### src/rtl/fetch_unit_pkg.sv
// lc3b_types: shared LC-3b word type plus the fetch sequencer's state
// encoding and program-counter constants.
package lc3b_types;

    typedef logic [15:0] lc3b_word;

    typedef enum logic [1:0] {
        IDLE = 2'd0,
        REQ  = 2'd1,
        DONE = 2'd2
    } fetch_state_t;

    localparam lc3b_word PC_RESET = 16'h0000;
    localparam lc3b_word PC_STEP  = 16'd2;

    // Sequential successor of a fetch address; 16-bit wrap, carry dropped.
    function automatic lc3b_word next_pc(input lc3b_word addr);
        return addr + PC_STEP;
    endfunction

    // Clear bit 0 so a word fetch always targets an even byte address.
    function automatic lc3b_word word_align(input lc3b_word addr);
        return addr & 16'hFFFE;
    endfunction

endpackage

### src/rtl/fetch_unit_if.sv
// fetch_unit_if: instruction-fetch memory port.
//
// Handshake: the master raises mem_read with a stable mem_address and holds
// both unchanged until the slave answers with a single-cycle mem_resp, which
// carries mem_rdata in that same cycle. mem_resp is meaningful only while
// mem_read is high; the master never issues a second read before the first
// completes.
interface fetch_unit_if;
    import lc3b_types::*;

    lc3b_word mem_address;
    logic     mem_read;
    logic     mem_resp;
    lc3b_word mem_rdata;

    modport master (
        output mem_address,
        output mem_read,
        input  mem_resp,
        input  mem_rdata
    );

    modport slave (
        input  mem_address,
        input  mem_read,
        output mem_resp,
        output mem_rdata
    );

endinterface

### src/rtl/fetch_unit_pc.sv
// fetch_pc: architectural program counter. Holds the PC, applies the +2
// step when a fetch completes, and lets control redirects override that
// step for the fetch that is already in flight.
module fetch_pc
    import lc3b_types::*;
(
    input  logic     clk,
    input  logic     reset,
    input  logic     pc_load,     // redirect strobe from control
    input  lc3b_word pc_target,   // redirect target
    input  logic     in_flight,   // fetch FSM is in REQ or DONE
    input  logic     complete,    // memory response accepted this cycle
    input  logic     leave_done,  // FSM returns to IDLE at this edge
    input  lc3b_word fetch_addr,  // address of the fetch in flight
    output lc3b_word pc
);

    // Set by a redirect that lands while a fetch is outstanding; tells the
    // completion path to keep the redirect target instead of stepping.
    logic redirect_pending;

    // PC register: redirect wins over the completion step.
    always_ff @(posedge clk) begin
        if (reset) begin
            pc <= PC_RESET;
        end else if (pc_load) begin
            pc <= pc_target;
        end else if (complete && !redirect_pending) begin
            pc <= next_pc(fetch_addr);
        end
    end

    // Pending-redirect flag: lives only for the duration of one fetch.
    always_ff @(posedge clk) begin
        if (reset || leave_done) begin
            redirect_pending <= 1'b0;
        end else if (pc_load && in_flight) begin
            redirect_pending <= 1'b1;
        end
    end

endmodule

### src/rtl/fetch_unit.sv
// fetch_unit: LC-3b instruction fetch sequencer. Issues one word read at the
// current PC, waits for the memory response, then strobes the fetched word
// into the instruction register for one cycle.
//
// Build option FETCH_ALIGN_CHECK_EN: when defined, a fetch request whose
// effective address is odd is refused with a one-cycle fault pulse (fault
// port present). When undefined, bit 0 of the fetch address is cleared and
// the fetch proceeds.
module fetch_unit
    import lc3b_types::*;
(
    input  logic               clk,
    input  logic               reset,
    input  logic               fetch_req,
    input  logic               pc_load,
    input  lc3b_word           pc_target,
    fetch_unit_if.master       mem,
    output logic               ir_load,
    output lc3b_word           ir_data,
    output lc3b_word           pc_out,
    output logic               busy,
    output fetch_state_t       state_dbg
`ifdef FETCH_ALIGN_CHECK_EN
    ,
    output logic               fault
`endif
);

    fetch_state_t state_q;
    fetch_state_t state_d;
    lc3b_word     fetch_addr;
    lc3b_word     eff_addr;
    lc3b_word     latch_addr;
    logic         start;
    logic         complete;
    logic         refuse;

    // Address a request issued this cycle would use: a same-cycle redirect
    // takes precedence over the current PC.
    always_comb begin
        eff_addr = pc_load ? pc_target : pc_out;
`ifdef FETCH_ALIGN_CHECK_EN
        latch_addr = eff_addr;
        refuse     = eff_addr[0];
`else
        latch_addr = word_align(eff_addr);
        refuse     = 1'b0;
`endif
    end

    // Next-state and strobe decode; fetch_req is only honoured in IDLE and
    // mem_resp only in REQ.
    always_comb begin
        state_d  = state_q;
        start    = 1'b0;
        complete = 1'b0;
        unique case (state_q)
            IDLE: begin
                if (fetch_req && !refuse) begin
                    start   = 1'b1;
                    state_d = REQ;
                end
            end
            REQ: begin
                if (mem.mem_resp) begin
                    complete = 1'b1;
                    state_d  = DONE;
                end
            end
            DONE: begin
                state_d = IDLE;
            end
            default: begin
                state_d = IDLE;
            end
        endcase
    end

    // FSM state register.
    always_ff @(posedge clk) begin
        if (reset) begin
            state_q <= IDLE;
        end else begin
            state_q <= state_d;
        end
    end

    // Fetch address and instruction word capture.
    always_ff @(posedge clk) begin
        if (reset) begin
            fetch_addr <= PC_RESET;
            ir_data    <= 16'h0000;
        end else begin
            if (start) begin
                fetch_addr <= latch_addr;
            end
            if (complete) begin
                ir_data <= mem.mem_rdata;
            end
        end
    end

`ifdef FETCH_ALIGN_CHECK_EN
    // Misaligned request: one-cycle fault pulse, FSM stays in IDLE.
    always_ff @(posedge clk) begin
        if (reset) begin
            fault <= 1'b0;
        end else begin
            fault <= (state_q == IDLE) && fetch_req && refuse;
        end
    end
`endif

    fetch_pc u_pc (
        .clk        (clk),
        .reset      (reset),
        .pc_load    (pc_load),
        .pc_target  (pc_target),
        .in_flight  (state_q != IDLE),
        .complete   (complete),
        .leave_done (state_q == DONE),
        .fetch_addr (fetch_addr),
        .pc         (pc_out)
    );

    // All outputs decode directly from registers, so they are glitch-free
    // and stable for the whole REQ interval.
    assign mem.mem_read    = (state_q == REQ);
    assign mem.mem_address = fetch_addr;
    assign ir_load         = (state_q == DONE);
    assign busy            = (state_q != IDLE);
    assign state_dbg       = state_q;

endmodule

### src/flat_wrapper.sv
// flat-port wrapper written by rule: the top's interface ports become plain ports
module fetch_unit_flat import lc3b_types::*;
  (clk, reset, fetch_req, pc_load, pc_target, ir_load, ir_data, pc_out, busy, state_dbg, mem_mem_address, mem_mem_read, mem_mem_resp, mem_mem_rdata);
  fetch_unit_if mem_i ();
  input  logic clk;
  input  logic reset;
  input  logic fetch_req;
  input  logic pc_load;
  input  lc3b_word pc_target;
  output logic ir_load;
  output lc3b_word ir_data;
  output lc3b_word pc_out;
  output logic busy;
  output fetch_state_t state_dbg;
  output wire logic [$bits(mem_i.mem_address)-1:0] mem_mem_address;
  output wire logic [$bits(mem_i.mem_read)-1:0] mem_mem_read;
  input wire logic [$bits(mem_i.mem_resp)-1:0] mem_mem_resp;
  input wire logic [$bits(mem_i.mem_rdata)-1:0] mem_mem_rdata;
  assign mem_mem_address = mem_i.mem_address;
  assign mem_mem_read = mem_i.mem_read;
  assign mem_i.mem_resp = mem_mem_resp;
  assign mem_i.mem_rdata = mem_mem_rdata;
  fetch_unit u_core (.clk(clk), .reset(reset), .fetch_req(fetch_req), .pc_load(pc_load), .pc_target(pc_target), .mem(mem_i), .ir_load(ir_load), .ir_data(ir_data), .pc_out(pc_out), .busy(busy), .state_dbg(state_dbg));
endmodule
### config.mk
export PLATFORM = sky130hd
export DESIGN_NAME = fetch_unit_flat
export DESIGN_NICKNAME = d
export VERILOG_FILES = /design/src/rtl/fetch_unit_pkg.sv /design/src/rtl/fetch_unit_if.sv /design/src/rtl/fetch_unit_pc.sv /design/src/rtl/fetch_unit.sv /design/src/flat_wrapper.sv
export SDC_FILE = /design/constraint.sdc
export NUM_CORES = 1
export LEC_CHECK = 0
export CAP_MARGIN = 20
export CORE_AREA = 2 2 79 81
export DETAILED_ROUTE_END_ITERATION = 6
export DIE_AREA = 0 0 81 83
export PLACE_DENSITY = 0.73
export SYNTH_ARGS = -nofsm -noshare
export SYNTH_HDL_FRONTEND = slang
export SYNTH_SLANG_ARGS = --single-unit
### constraint.sdc
create_clock -name clk -period 3.1 [get_ports clk]
set_input_delay 0.465 -clock clk [delete_from_list [all_inputs] [get_ports clk]]
set_output_delay 0.465 -clock clk [all_outputs]
set_load 0.02 [all_outputs]
==> flow_results.org <==
** Detailed routing
- Post-route DRC violation count :: 0
- Number of optimization iterations in the first detailed-route pass :: 4
- Routed wirelength normalized by instance count :: 13.9 um
- Antenna viol nets, final :: 0
- Drt via density :: 5.14
- Routed wire length :: 5900 um
- Iter 0 DRT Violations :: 59
- DR vias :: 2185

** Die
- Starting utilization of the core area :: 39.4%
- The floorplan step set the die height to 83 um.
- Width of the die :: 81 um
- Row generation in the floorplan step produced 28 rows.
- The die covers 0.00672 mm^2.
- Placeable core region :: 0.00582 mm^2
- Boundary Pins :: 90

** Logic synthesis
- Total of flip-flops plus latches after synthesis :: 50
- A synthesized cell averages 8.40 um^2.
- Share of the yosys chip area belonging to registers :: 43.6%
- Yosys warning total :: 0
- Most instantiated library cell after synthesis :: sky130_fd_sc_hd__dfxtp_1
- Synthesis produced a netlist with a net count of 311.
- Largest cells by area after synthesis :: sky130_fd_sc_hd__dfxtp_1 (44%), sky130_fd_sc_hd__nand2_1 (6.7%), sky130_fd_sc_hd__a21oi_1 (6.3%)
- In this run the cell area of the synthesized design comes to 0.00229 mm^2.
- Of the post-synthesis cell area, the part taken by muxes is 4.36%.
- By area, the combinational part of the netlist is dominated by simple AND/OR/NAND/NOR gates.
- Adder and majority cell fraction of the synthesized area :: 0.546%
- Summed over its instances, the top area cell type makes up 43.6% of the synthesized netlist area.
- Commonest cells in the synthesized netlist :: sky130_fd_sc_hd__dfxtp_1 (50), sky130_fd_sc_hd__nand2_1 (41), sky130_fd_sc_hd__a21oi_1 (29)
- Area fraction in compound gates after synthesis :: 18.4%
- Post-Synth XOR/XNOR Area :: 4.58%
- Prevailing post-synth register cell :: sky130_fd_sc_hd__dfxtp_1
- Synthesis handed over a netlist of 273 instances.
- Count of flip-flops with a built-in enable after synthesis :: 0
- Of the total synthesized cell area, the portion taken by AND, OR, NAND and NOR gates is 22.3%.
- Async SR Flop Fraction :: 0%
- Synthesis instantiated 37 different standard cells from the library.
- Summed over all instances, the cell type with the most area after synthesis is sky130_fd_sc_hd__dfxtp_1.

** Worst setup path
- Along the worst path, the maximum fanout reaches 7.
- Endpoint arrival time on the critical path :: 1.58 ns
- Number of cells on the worst reg-to-reg path :: 5
- The worst setup path is captured at an output pin.
- Critical path required time :: 2.63 ns
- List of cells traversed by the critical path :: and2b_1 > clkdlybuf4s50_1
- Worst reg-to-reg setup slack :: 1.26 ns
- The endpoint identified for the worst register-to-register timing path is u_core.u_pc.pc[15]$_SDFFE_PP0P_.
- Cell with the largest stage delay on the worst path :: sky130_fd_sc_hd__clkdlybuf4s50_1
- The worst setup path is launched from a register.
- Delay-heaviest family, CP :: buffers and inverters
- Worst path bufs/invs :: 1
- For this run, the slowest stage of the critical path takes 0.63 ns.
- Worst setup path category :: reg -> out
- In this run the critical register-to-register path is launched from u_core.mem.mem_address[1]$_SDFFE_PP0P_.

** Clocking
- Number of post-CTS setup repair buffers :: 0
- CTS clk-pin slew, worst paths :: 0.09 ns
- Number of clock sinks :: 50
- Clock latency on the worst-skew pair :: 0.31 ns
- Deepest level of the CTS H-tree :: 2
- Quantity of gates resized following cts :: 0
- In this run the deepest clock path goes through 2 buffers.
- CTS placed an instance of sky130_fd_sc_hd__clkbuf_8 at the clock tree root.
- Number of clock buffers inserted by TritonCTS :: 5
- After clock tree synthesis, the flow added hold-fix buffers numbering 0.
- TritonCTS built the clock tree.

** Cells and area
- Proportion of layout cells with a drive suffix above 1 :: 5.43%
- Inserted Diodes :: 0
- Layout overhead on the synthesized area :: 41.9%
- Final nets :: 387

** Outcome
- The run finished with clean final reports.

** STA
- The number of hold violations in the final report came to 0.
- Setup repair after global routing left no endpoint under its margin.
- Setup total negative slack on the finished layout was measured at 0 ns.
- The number of max-slew violations in the final report came to 0.
- Worst Slack Setup Final :: 1.06 ns
- The tightest hold path in the finished design has a slack of 0.456 ns.
- Upper clock frequency limit :: 0.489 GHz
- Of the available clock period, the critical path in the final layout requires 65.9%.
- For the pin with the worst max-slew slack, the measured transition is 0.573 ns.
- Total setup violations reported at the end of the flow :: 0
- The worst path needs 2.04 ns of the cycle, external delays included.
- The clock arrives with 0.0108 ns of skew.
- In this run the tightest slew margin relative to its limit is 61.7%.

** Global routing
- GRT Residual Overflow :: 0
- The via count of the first global-routing pass was 2146.
- Entering global routing, the biggest net connects 51 pins.
- Initial antenna violation count :: 0
- The first global-routing pass estimated 9630 um of wire.
- Total routing usage reported by global routing :: 17.8%

** Power
- Power density over the cells :: 442 mW/mm^2
- Total leakage power :: 1.12 nW
- Worst ir drop on vdd :: 0.000288 V

** Placement
- In this run the tool buffered the top-level ports with 88 buffer cells.
- Placed wire-length estimate :: 4160 um
- Setup slack after placement :: 0.991 ns
- Placer congestion estimate :: 0.741

** Job
- Max-cap violations in this run came to 0.

** Hold path
- The worst hold path belongs to the class reg -> reg.
- Endpoint of the worst hold path :: u_core.ir_data[4]$_SDFFE_PP0P_
- Depth of the worst hold-timing path :: 2
- Worst Min Path Start :: u_core.ir_data[4]$_SDFFE_PP0P_
## registers in the layout, summed over array words and instances, names as in the netlist
name,count
u_core.u_pc.redirect_pending,1
u_core.state_dbg,2
u_core.ir_data,16
u_core.u_pc.pc,16
u_core.mem.mem_address,15
## worst min-delay path, stage by stage (launching register included)
cell and delay [ns]:
sky130_fd_sc_hd__dfxtp_1 0.32, sky130_fd_sc_hd__nand2_1 0.05, sky130_fd_sc_hd__a21oi_1 0.05
## logic make-up after synthesis
kind of cell             Yosys count
XOR/XNOR                          12
other                              1
AND/OR/NAND/NOR                  107
adder cells (fa/ha/maj)            1
buffers and inverters             27
multiplexers                      10
AO/OA/AOI/OAI                     65
flip-flops                        50
## where the power goes
| group | internal [mW] | switching (mW) |
|---|---|---|
| combinational | 0.165 | 0.158 |
| clock | 0.159 | 0.227 |
| sequential | 0.683 | 0.0458 |
## final cells by class
cell class                      count  area (um^2)
Fill cell                         565         2560
Multi-Input combinational cell    196         1160
Sequential cell                    50         1000
Timing Repair Buffer               91          893
Tap cell                           75         93.8
Clock buffer                        5         68.8
Clock inverter                      3         21.3
Inverter                            5         18.8
## metrics by stage
stage	power, mW	cell area, um^2	instances	utilization [%]
detailed placement	1.07	3160	417	54.4
floorplan	0.915	2290	273	-
finish	1.44	3250	425	56.0
global route	1.51	3250	425	56.0
CTS	1.45	3250	425	56.0
global placement	1.06	3160	417	54.4
## cell usage in the layout, fill, tap and decap left out, types with 7 or more instances in the layout
cell / n
sky130_fd_sc_hd__a21oi_1: 29
sky130_fd_sc_hd__nand2_1: 41
sky130_fd_sc_hd__clkdlybuf4s50_1: 86
sky130_fd_sc_hd__o22ai_1: 8
sky130_fd_sc_hd__mux2i_1: 10
sky130_fd_sc_hd__nor2_1: 27
sky130_fd_sc_hd__dfxtp_1: 50
sky130_fd_sc_hd__a211oi_1: 10
sky130_fd_sc_hd__xnor2_1: 7
## how the worst max path moves through the flow
stage                                                start                              end  slack (ns)  cells past startpoint
global route              u_core.state_dbg[0]$_SDFFE_PP0P_                     mem_mem_read        0.99                      2
CTS                       u_core.state_dbg[0]$_SDFFE_PP0P_                     mem_mem_read        1.04                      2
global placement                              mem_mem_resp   u_core.u_pc.pc[7]$_SDFFE_PP0P_        1.05                      5
floorplan           u_core.mem.mem_address[3]$_SDFFE_PP0P_  u_core.u_pc.pc[10]$_SDFFE_PP0P_        1.43                      5
finish                    u_core.state_dbg[0]$_SDFFE_PP0P_                     mem_mem_read        1.06                      2
detailed placement                            mem_mem_resp   u_core.u_pc.pc[8]$_SDFFE_PP0P_        0.99                      5
## per-layer routing
metal | GRT usage [%] | vias to the layer above | routed length, um
met5 | 0 | - | 0
met4 | 5.39 | 0 | 76
met3 | 7.50 | 8 | 535
met2 | 27.7 | 72 | 2680
met1 | 22.1 | 998 | 2600
li1 | - | 1107 | -
Note: power is estimated with default switching activity, not from simulation.
